### src/rtl/genius_sequencia_param.sv
// genius_sequencia_param: Genius memory-game core.
// Keeps a random sequence in an internal RAM, grows it by one step per round,
// plays it back on the LEDs and then checks the player's presses against it.
// Optional feature macro: GENIUS_TIMEOUT_EN (per-press time limit -> FIM_TIMEOUT).
// Ports:
//   clock, reset     clock and asynchronous active-high reset
//   jogar            start/restart request, honoured in INICIAL and FIM_*
//   dificuldade      0: game ends at PROF/2 steps, 1: at PROF steps (latched)
//   botoes           player buttons, active-high, already synchronised
//   leds             one-hot playback, or echo of the buttons while waiting
//   pontuacao        rounds completed in the current/last game
//   estado           FSM state code (debug)
//   db_esperado      one-hot step currently expected (debug)
//   pronto/ganhou/perdeu  game over / won / lost
module genius_sequencia_param #(
    parameter int unsigned N_BOTOES  = 4,
    parameter int unsigned PROF      = 16,
    parameter int unsigned T_ACESO   = 25000,
    parameter int unsigned T_APAGADO = 12500,
    parameter int unsigned T_LIMITE  = 250000,
    parameter logic [15:0] SEMENTE   = 16'hACE1
) (
    input  logic                        clock,
    input  logic                        reset,
    input  logic                        jogar,
    input  logic                        dificuldade,
    input  logic [N_BOTOES-1:0]         botoes,
    output logic [N_BOTOES-1:0]         leds,
    output logic [$clog2(PROF+1)-1:0]   pontuacao,
    output logic [3:0]                  estado,
    output logic [N_BOTOES-1:0]         db_esperado,
    output logic                        pronto,
    output logic                        ganhou,
    output logic                        perdeu
);

    localparam int unsigned NB    = N_BOTOES;
    localparam int unsigned IW    = $clog2(N_BOTOES);
    localparam int unsigned AW    = $clog2(PROF);
    localparam int unsigned TAMW  = $clog2(PROF + 1);
    localparam int unsigned T_VIS = (T_ACESO > T_APAGADO) ? T_ACESO : T_APAGADO;
`ifdef GENIUS_TIMEOUT_EN
    localparam int unsigned T_MAX = (T_LIMITE > T_VIS) ? T_LIMITE : T_VIS;
`else
    // T_LIMITE has no effect in this build; referenced so both builds share one parameter list.
    localparam int unsigned T_MAX = T_VIS + (T_LIMITE - T_LIMITE);
`endif
    localparam int unsigned TW    = $clog2(T_MAX + 1);

    typedef enum logic [3:0] {
        INICIAL     = 4'd0,
        PREPARA     = 4'd1,
        GERA        = 4'd2,
        MOSTRA      = 4'd3,
        INTERVALO   = 4'd4,
        ESPERA      = 4'd5,
        COMPARA     = 4'd6,
        PROXIMA     = 4'd7,
        FIM_ACERTO  = 4'd8,
        FIM_ERRO    = 4'd9,
        FIM_TIMEOUT = 4'd10
    } estado_t;

    estado_t           estado_q, estado_d;
    logic [TAMW-1:0]   tamanho_q, tamanho_d;
    logic [AW-1:0]     endereco_q, endereco_d;
    logic [TW-1:0]     timer_q, timer_d;
    logic [NB-1:0]     press_q, press_d;
    logic              dific_q, dific_d;
    logic [TAMW-1:0]   pontuacao_q, pontuacao_d;
    logic [15:0]       lfsr_q;
    logic [NB-1:0]     botoes_ant_q;
    logic [NB-1:0]     leds_q, leds_d;
    logic [NB-1:0]     db_q, db_d;
    logic              pronto_q, pronto_d, ganhou_q, ganhou_d, perdeu_q, perdeu_d;
    logic [IW-1:0]     ram_q [PROF];

    logic [IW-1:0]     indice_c, rd_c;
    logic [NB-1:0]     esperado_c, onehot_c;
    logic              press_c, ultimo_c, grava_c;
    logic [TAMW-1:0]   limite_c;

    // Fibonacci LFSR x^16+x^14+x^13+x^11+1 (right-shifting form)
    logic [15:0] lfsr_prox_c;
    assign lfsr_prox_c = {lfsr_q[0] ^ lfsr_q[2] ^ lfsr_q[3] ^ lfsr_q[5], lfsr_q[15:1]};

    assign indice_c   = IW'({1'b0, lfsr_q[2:0]} % 4'(N_BOTOES));
    assign press_c    = (|botoes) && !(|botoes_ant_q);
    assign limite_c   = dific_q ? TAMW'(PROF) : TAMW'(PROF / 2);
    assign ultimo_c   = (TAMW'(endereco_q) == tamanho_q - TAMW'(1));
    assign esperado_c = NB'(1) << ram_q[endereco_q];

    // Next-state, datapath updates and next values of the registered outputs
    always_comb begin
        estado_d    = estado_q;
        tamanho_d   = tamanho_q;
        endereco_d  = endereco_q;
        timer_d     = timer_q;
        press_d     = press_q;
        dific_d     = dific_q;
        pontuacao_d = pontuacao_q;
        grava_c     = 1'b0;
        rd_c        = '0;
        onehot_c    = '0;
        leds_d      = '0;
        db_d        = '0;

        case (estado_q)
            INICIAL, FIM_ACERTO, FIM_ERRO, FIM_TIMEOUT: begin
                if (jogar) estado_d = PREPARA;
            end
            PREPARA: begin
                tamanho_d   = '0;
                pontuacao_d = '0;
                dific_d     = dificuldade;
                estado_d    = GERA;
            end
            GERA: begin
                grava_c    = 1'b1;
                tamanho_d  = tamanho_q + TAMW'(1);
                endereco_d = '0;
                timer_d    = '0;
                estado_d   = MOSTRA;
            end
            MOSTRA: begin
                if (timer_q == TW'(T_ACESO - 1)) begin
                    timer_d  = '0;
                    estado_d = INTERVALO;
                end else begin
                    timer_d = timer_q + TW'(1);
                end
            end
            INTERVALO: begin
                if (timer_q == TW'(T_APAGADO - 1)) begin
                    timer_d = '0;
                    if (ultimo_c) begin
                        endereco_d = '0;
                        estado_d   = ESPERA;
                    end else begin
                        endereco_d = endereco_q + AW'(1);
                        estado_d   = MOSTRA;
                    end
                end else begin
                    timer_d = timer_q + TW'(1);
                end
            end
            ESPERA: begin
                // A press wins over a simultaneous timer expiry
                if (press_c) begin
                    press_d  = botoes;
                    timer_d  = '0;
                    estado_d = COMPARA;
                end
`ifdef GENIUS_TIMEOUT_EN
                else if (timer_q == TW'(T_LIMITE - 1)) begin
                    estado_d = FIM_TIMEOUT;
                end else begin
                    timer_d = timer_q + TW'(1);
                end
`endif
            end
            COMPARA: begin
                // Exact equality with a one-hot value also rejects multi-button presses
                if (press_q != esperado_c) begin
                    estado_d = FIM_ERRO;
                end else if (!ultimo_c) begin
                    endereco_d = endereco_q + AW'(1);
                    timer_d    = '0;
                    estado_d   = ESPERA;
                end else begin
                    pontuacao_d = tamanho_q;
                    estado_d    = PROXIMA;
                end
            end
            PROXIMA: begin
                estado_d = (tamanho_q == limite_c) ? FIM_ACERTO : GERA;
            end
            default: estado_d = INICIAL;
        endcase

        // Step shown/expected next cycle; bypass the RAM for the entry written this cycle
        if (grava_c && (TAMW'(endereco_d) == tamanho_q)) rd_c = indice_c;
        else                                            rd_c = ram_q[endereco_d];
        onehot_c = NB'(1) << rd_c;

        case (estado_d)
            MOSTRA:          leds_d = onehot_c;
            ESPERA, COMPARA: begin
                leds_d = botoes;
                db_d   = onehot_c;
            end
            default: ;
        endcase
        pronto_d = (estado_d == FIM_ACERTO) || (estado_d == FIM_ERRO) || (estado_d == FIM_TIMEOUT);
        ganhou_d = (estado_d == FIM_ACERTO);
        perdeu_d = (estado_d == FIM_ERRO) || (estado_d == FIM_TIMEOUT);
    end

    // State, datapath and output registers
    always_ff @(posedge clock or posedge reset) begin
        if (reset) begin
            estado_q     <= INICIAL;
            tamanho_q    <= '0;
            endereco_q   <= '0;
            timer_q      <= '0;
            press_q      <= '0;
            dific_q      <= 1'b0;
            pontuacao_q  <= '0;
            lfsr_q       <= SEMENTE;
            botoes_ant_q <= '0;
            leds_q       <= '0;
            db_q         <= '0;
            pronto_q     <= 1'b0;
            ganhou_q     <= 1'b0;
            perdeu_q     <= 1'b0;
        end else begin
            estado_q     <= estado_d;
            tamanho_q    <= tamanho_d;
            endereco_q   <= endereco_d;
            timer_q      <= timer_d;
            press_q      <= press_d;
            dific_q      <= dific_d;
            pontuacao_q  <= pontuacao_d;
            lfsr_q       <= lfsr_prox_c;
            botoes_ant_q <= botoes;
            leds_q       <= leds_d;
            db_q         <= db_d;
            pronto_q     <= pronto_d;
            ganhou_q     <= ganhou_d;
            perdeu_q     <= perdeu_d;
        end
    end

    // Sequence RAM, written once per round
    always_ff @(posedge clock) begin
        if (grava_c) ram_q[AW'(tamanho_q)] <= indice_c;
    end

    assign leds        = leds_q;
    assign pontuacao   = pontuacao_q;
    assign estado      = estado_q;
    assign db_esperado = db_q;
    assign pronto      = pronto_q;
    assign ganhou      = ganhou_q;
    assign perdeu      = perdeu_q;

endmodule

### config.mk
export PLATFORM = sky130hd
export DESIGN_NAME = genius_sequencia_param
export DESIGN_NICKNAME = d
export VERILOG_FILES = /design/src/rtl/genius_sequencia_param.sv
export SDC_FILE = /design/constraint.sdc
export NUM_CORES = 1
export LEC_CHECK = 0
export ABC_AREA = 1
export CORE_ASPECT_RATIO = 1.25
export CORE_UTILIZATION = 60
export CTS_CLUSTER_DIAMETER = 60
export DETAILED_ROUTE_END_ITERATION = 7
export PLACE_DENSITY = 0.91
export SYNTH_ARGS = -nofsm -noshare
export SYNTH_HDL_FRONTEND = slang
export SYNTH_SLANG_ARGS = --single-unit
export TNS_END_PERCENT = 5
### constraint.sdc
create_clock -name clock -period 6.7 [get_ports clock]
set_input_delay 1.675 -clock clock [delete_from_list [all_inputs] [get_ports clock]]
set_output_delay 1.675 -clock clock [all_outputs]
set_load 0.005 [all_outputs]
==> flow_summary.toml <==
[run]
maxCapViolCount = 0

[global_routing]
grt_overflow = 0
grt_pass1_vias = 4692
antenna_found_initial = 0
grt_pass1_wl_um = 21780
grt_max_degree = 70
grt_usage = 0.3014

[clock_network]
htreeDepth = 3
clk_pin_slew_worst_paths_ns = 0.11
holdBufCountCts = 0
cts_sinks = 101
cts_buffers = 9
clk_path_buf_depth = 2
cts_tree = "yes"
worstSkewPairLatency_ns = 0.39
cts_resized = 0
cts_root_buf = "clkbuf_8"
cts_setup_buffers = 0

[sta]
final_max_slew_viol_count = 0
setup_violations = 0
rsz0062_at_grt = "false"
fmax_ghz = 0.2398
relSlewSlack = 0.4365
hold_viol_final = 0
max_slew.worst_pin.slew_ns = 0.8452
setup_slack_ns = 2.529
fin_tns_setup_ns = 0
clock_skew_ns = 0.01142
holdWs_ns = 0.3603
period_needed_ns = 4.171
timing.final.crit_share = 0.6225

[power_and_ir_drop]
powerDensity_nw_per_um2 = 393.8
peakVddDrop_v = 0.0001837
p_leak_nw = 2.799
finalPower_mw = 2.379

[floorplanning]
core_um2 = 8796
die_w_um = 87.61
die_area_um2 = 9550
num_io_pins = 28
die_h_um = 109.0
start_util = 0.6249
rows = 38

[worst_setup_path]
reg2reg_from = "endereco_q[0]"
cpLargestDelayFamily = "simple AND/OR/NAND/NOR gates"
startpoint_type = "flip-flop"
critPathBufInv = 2
end_kind = "flip-flop"
critPathSlowestCell = "dfrtp_1"
crit_type = "reg -> reg"
r2r_slack_ns = 2.53
crit_start = "endereco_q[0]"
worstPathMaxFanout = 21
arrival_ns = 4.46
crit_chain = "inv_2, nand2_1, nand3_1, nand3_1, nand3_1, nand2_2, inv_2, nand2_1, nand2_1, nand2_1, nor2_4, nand2_4, nand3_2, nand2_1, nand2_1, nand3_1, nand3_1, nand3_1, nand2_1, nand2_1, nand2_1, nand3_1, nand2_1"
slowest_delay_ns = 0.88
crit_required_ns = 6.99
cp_common_cell = "nand2_1"

[synth]
syn_area_um2 = 5497
synth-seq-cells = 101
synth_nets = 689
synthCells = 674
synth_area_per_cell_um2 = 8.155
synthDistinctLibCells = 45
yosys_warnings = 0
async_reset_ff_frac = 0.6832
synth_enable_flop_cells = 32
yosysSeqAreaShare = 0.4908
synthFlopType = "dfrtp_1"

[route]
wl_per_cell_um = 16.06
vias_per_cell = 5.832
drc = 0
drt_iter0_markers = 642
drt_first_pass_iters = 6
ant_nets = 0
vias = 4811
drt-total-wl_um = 13250

[status]
status = "completed"

[placement]
hpwl_um = 9455
port_buffers = 27
preCtsSetupSlack_ns = 2.264
globalplace.congestion = 0.9097

[hold_path]
worstHoldPathType = "reg -> reg"
min_from = "lfsr_q[4]"

[cells_and_area]
drive_gt1_frac = 0.08936
post-route-util = 0.6868
finalNetCount = 715
n_antenna_cell = 0
area_growth_pct = 9.902
==> flip-flops by register name, summed over array words and instances (netlist names), 4 cells and up <==
name          count
estado            4
botoes_ant_q      4
timer_q          15
endereco_q        4
press_q           4
leds              4
db_esperado       4
ram_q            32
lfsr_q           16
pontuacao         5
tamanho_q         5
==> path summary, 6_finish.rpt <==
kind                            depth (start not counted)             end
max in group asynchronous                               3    tamanho_q[2]
worst min register to register                          0       lfsr_q[3]
worst max-delay path                                   23         leds[1]
worst min-delay path                                    0       lfsr_q[3]
worst max register to register                         23         leds[1]
min in group asynchronous                               3  db_esperado[0]
==> synth_stat cells, types with 2 or more instances <==
master / count / area [µm²]
nand2_1: 141 / 529.3
nand3_1: 110 / 550.5
inv_1: 99 / 371.6
dfrtp_1: 61 / 1526
nor2_1: 57 / 214.0
edfxtp_1: 32 / 960.9
o21ai_0: 28 / 140.1
a21oi_1: 13 / 65.06
nor3_1: 12 / 60.06
xor2_1: 11 / 96.34
nand2_2: 10 / 62.56
nand4_1: 10 / 62.56
dfstp_2: 8 / 210.2
inv_2: 8 / 30.03
ha_1: 7 / 87.58
nor4_1: 7 / 43.79
buf_2: 6 / 30.03
nand3_2: 5 / 50.05
o22ai_1: 5 / 31.28
buf_6: 4 / 45.04
nand2_4: 4 / 45.04
nor2_4: 4 / 45.04
nor3b_1: 3 / 22.52
o221ai_1: 3 / 26.28
nor2_2: 2 / 12.51
o211ai_1: 2 / 15.01
o21a_1: 2 / 15.01
o21ai_1: 2 / 10.01
xnor2_1: 2 / 17.52
==> per-stage QoR <==
| stage | instances | cell area (µm²) |
|---|---|---|
| final | 825 | 6041 |
| after global routing | 825 | 6041 |
| after CTS | 825 | 6041 |
| after detailed placement | 809 | 5834 |
| after global placement | 809 | 5834 |
| after floorplan | 674 | 5497 |
==> power by group <==
part / switching [mW] / internal (mW) / total, mW / leakage (nW)
combinational: 0.849 / 0.366 / 1.21 / 1.50
clock: 0.241 / 0.150 / 0.392 / 0.101
sequential: 0.0891 / 0.684 / 0.773 / 1.20
==> per-layer routing <==
layer  part of all wire  vias to the layer above  GRT usage
li1                   -                     2264          -
met1               0.40                     2236     0.3785
met2               0.50                      261     0.4855
met3              0.073                       50    0.06510
met4              0.035                        0     0.1639
met5                  0                        -          0
==> cell families (layout without fill, tap and decap cells) <==
family	after synthesis	in the layout	share of synthesized area
buffers and inverters	122	153	0.09196
adders and majority gates	7	7	0.01593
and+or+nand+nor	368	368	0.3123
xor gates and xnor gates	13	13	0.02071
AOI/OAI and AO/OA	63	63	0.06829
DFF	101	101	0.4908
==> layout make-up <==
class	count	area (µm²)
clock buffer	9	123.9
clock inverter	7	82.58
fill	664	2755
inverter	109	415.4
multi-input combinational	451	2293
sequential	101	2698
tap	120	150.1
timing repair buffer	28	277.8
==> cells in the final DEF, fill, tap and decap left out, types with 5 or more instances in the layout <==
master / count
nor3_1: 12
nand4_1: 10
nor4_1: 7
nand3_2: 5
clkbuf_8: 9
dfrtp_1: 61
o22ai_1: 5
inv_2: 9
nor2_1: 57
clkdlybuf4s50_1: 27
a21oi_1: 13
nand2_1: 141
inv_1: 98
nand2_2: 10
dfstp_2: 8
xor2_1: 11
o21ai_0: 28
ha_1: 7
nand3_1: 110
edfxtp_1: 32
(Power assumes the default switching activity.)
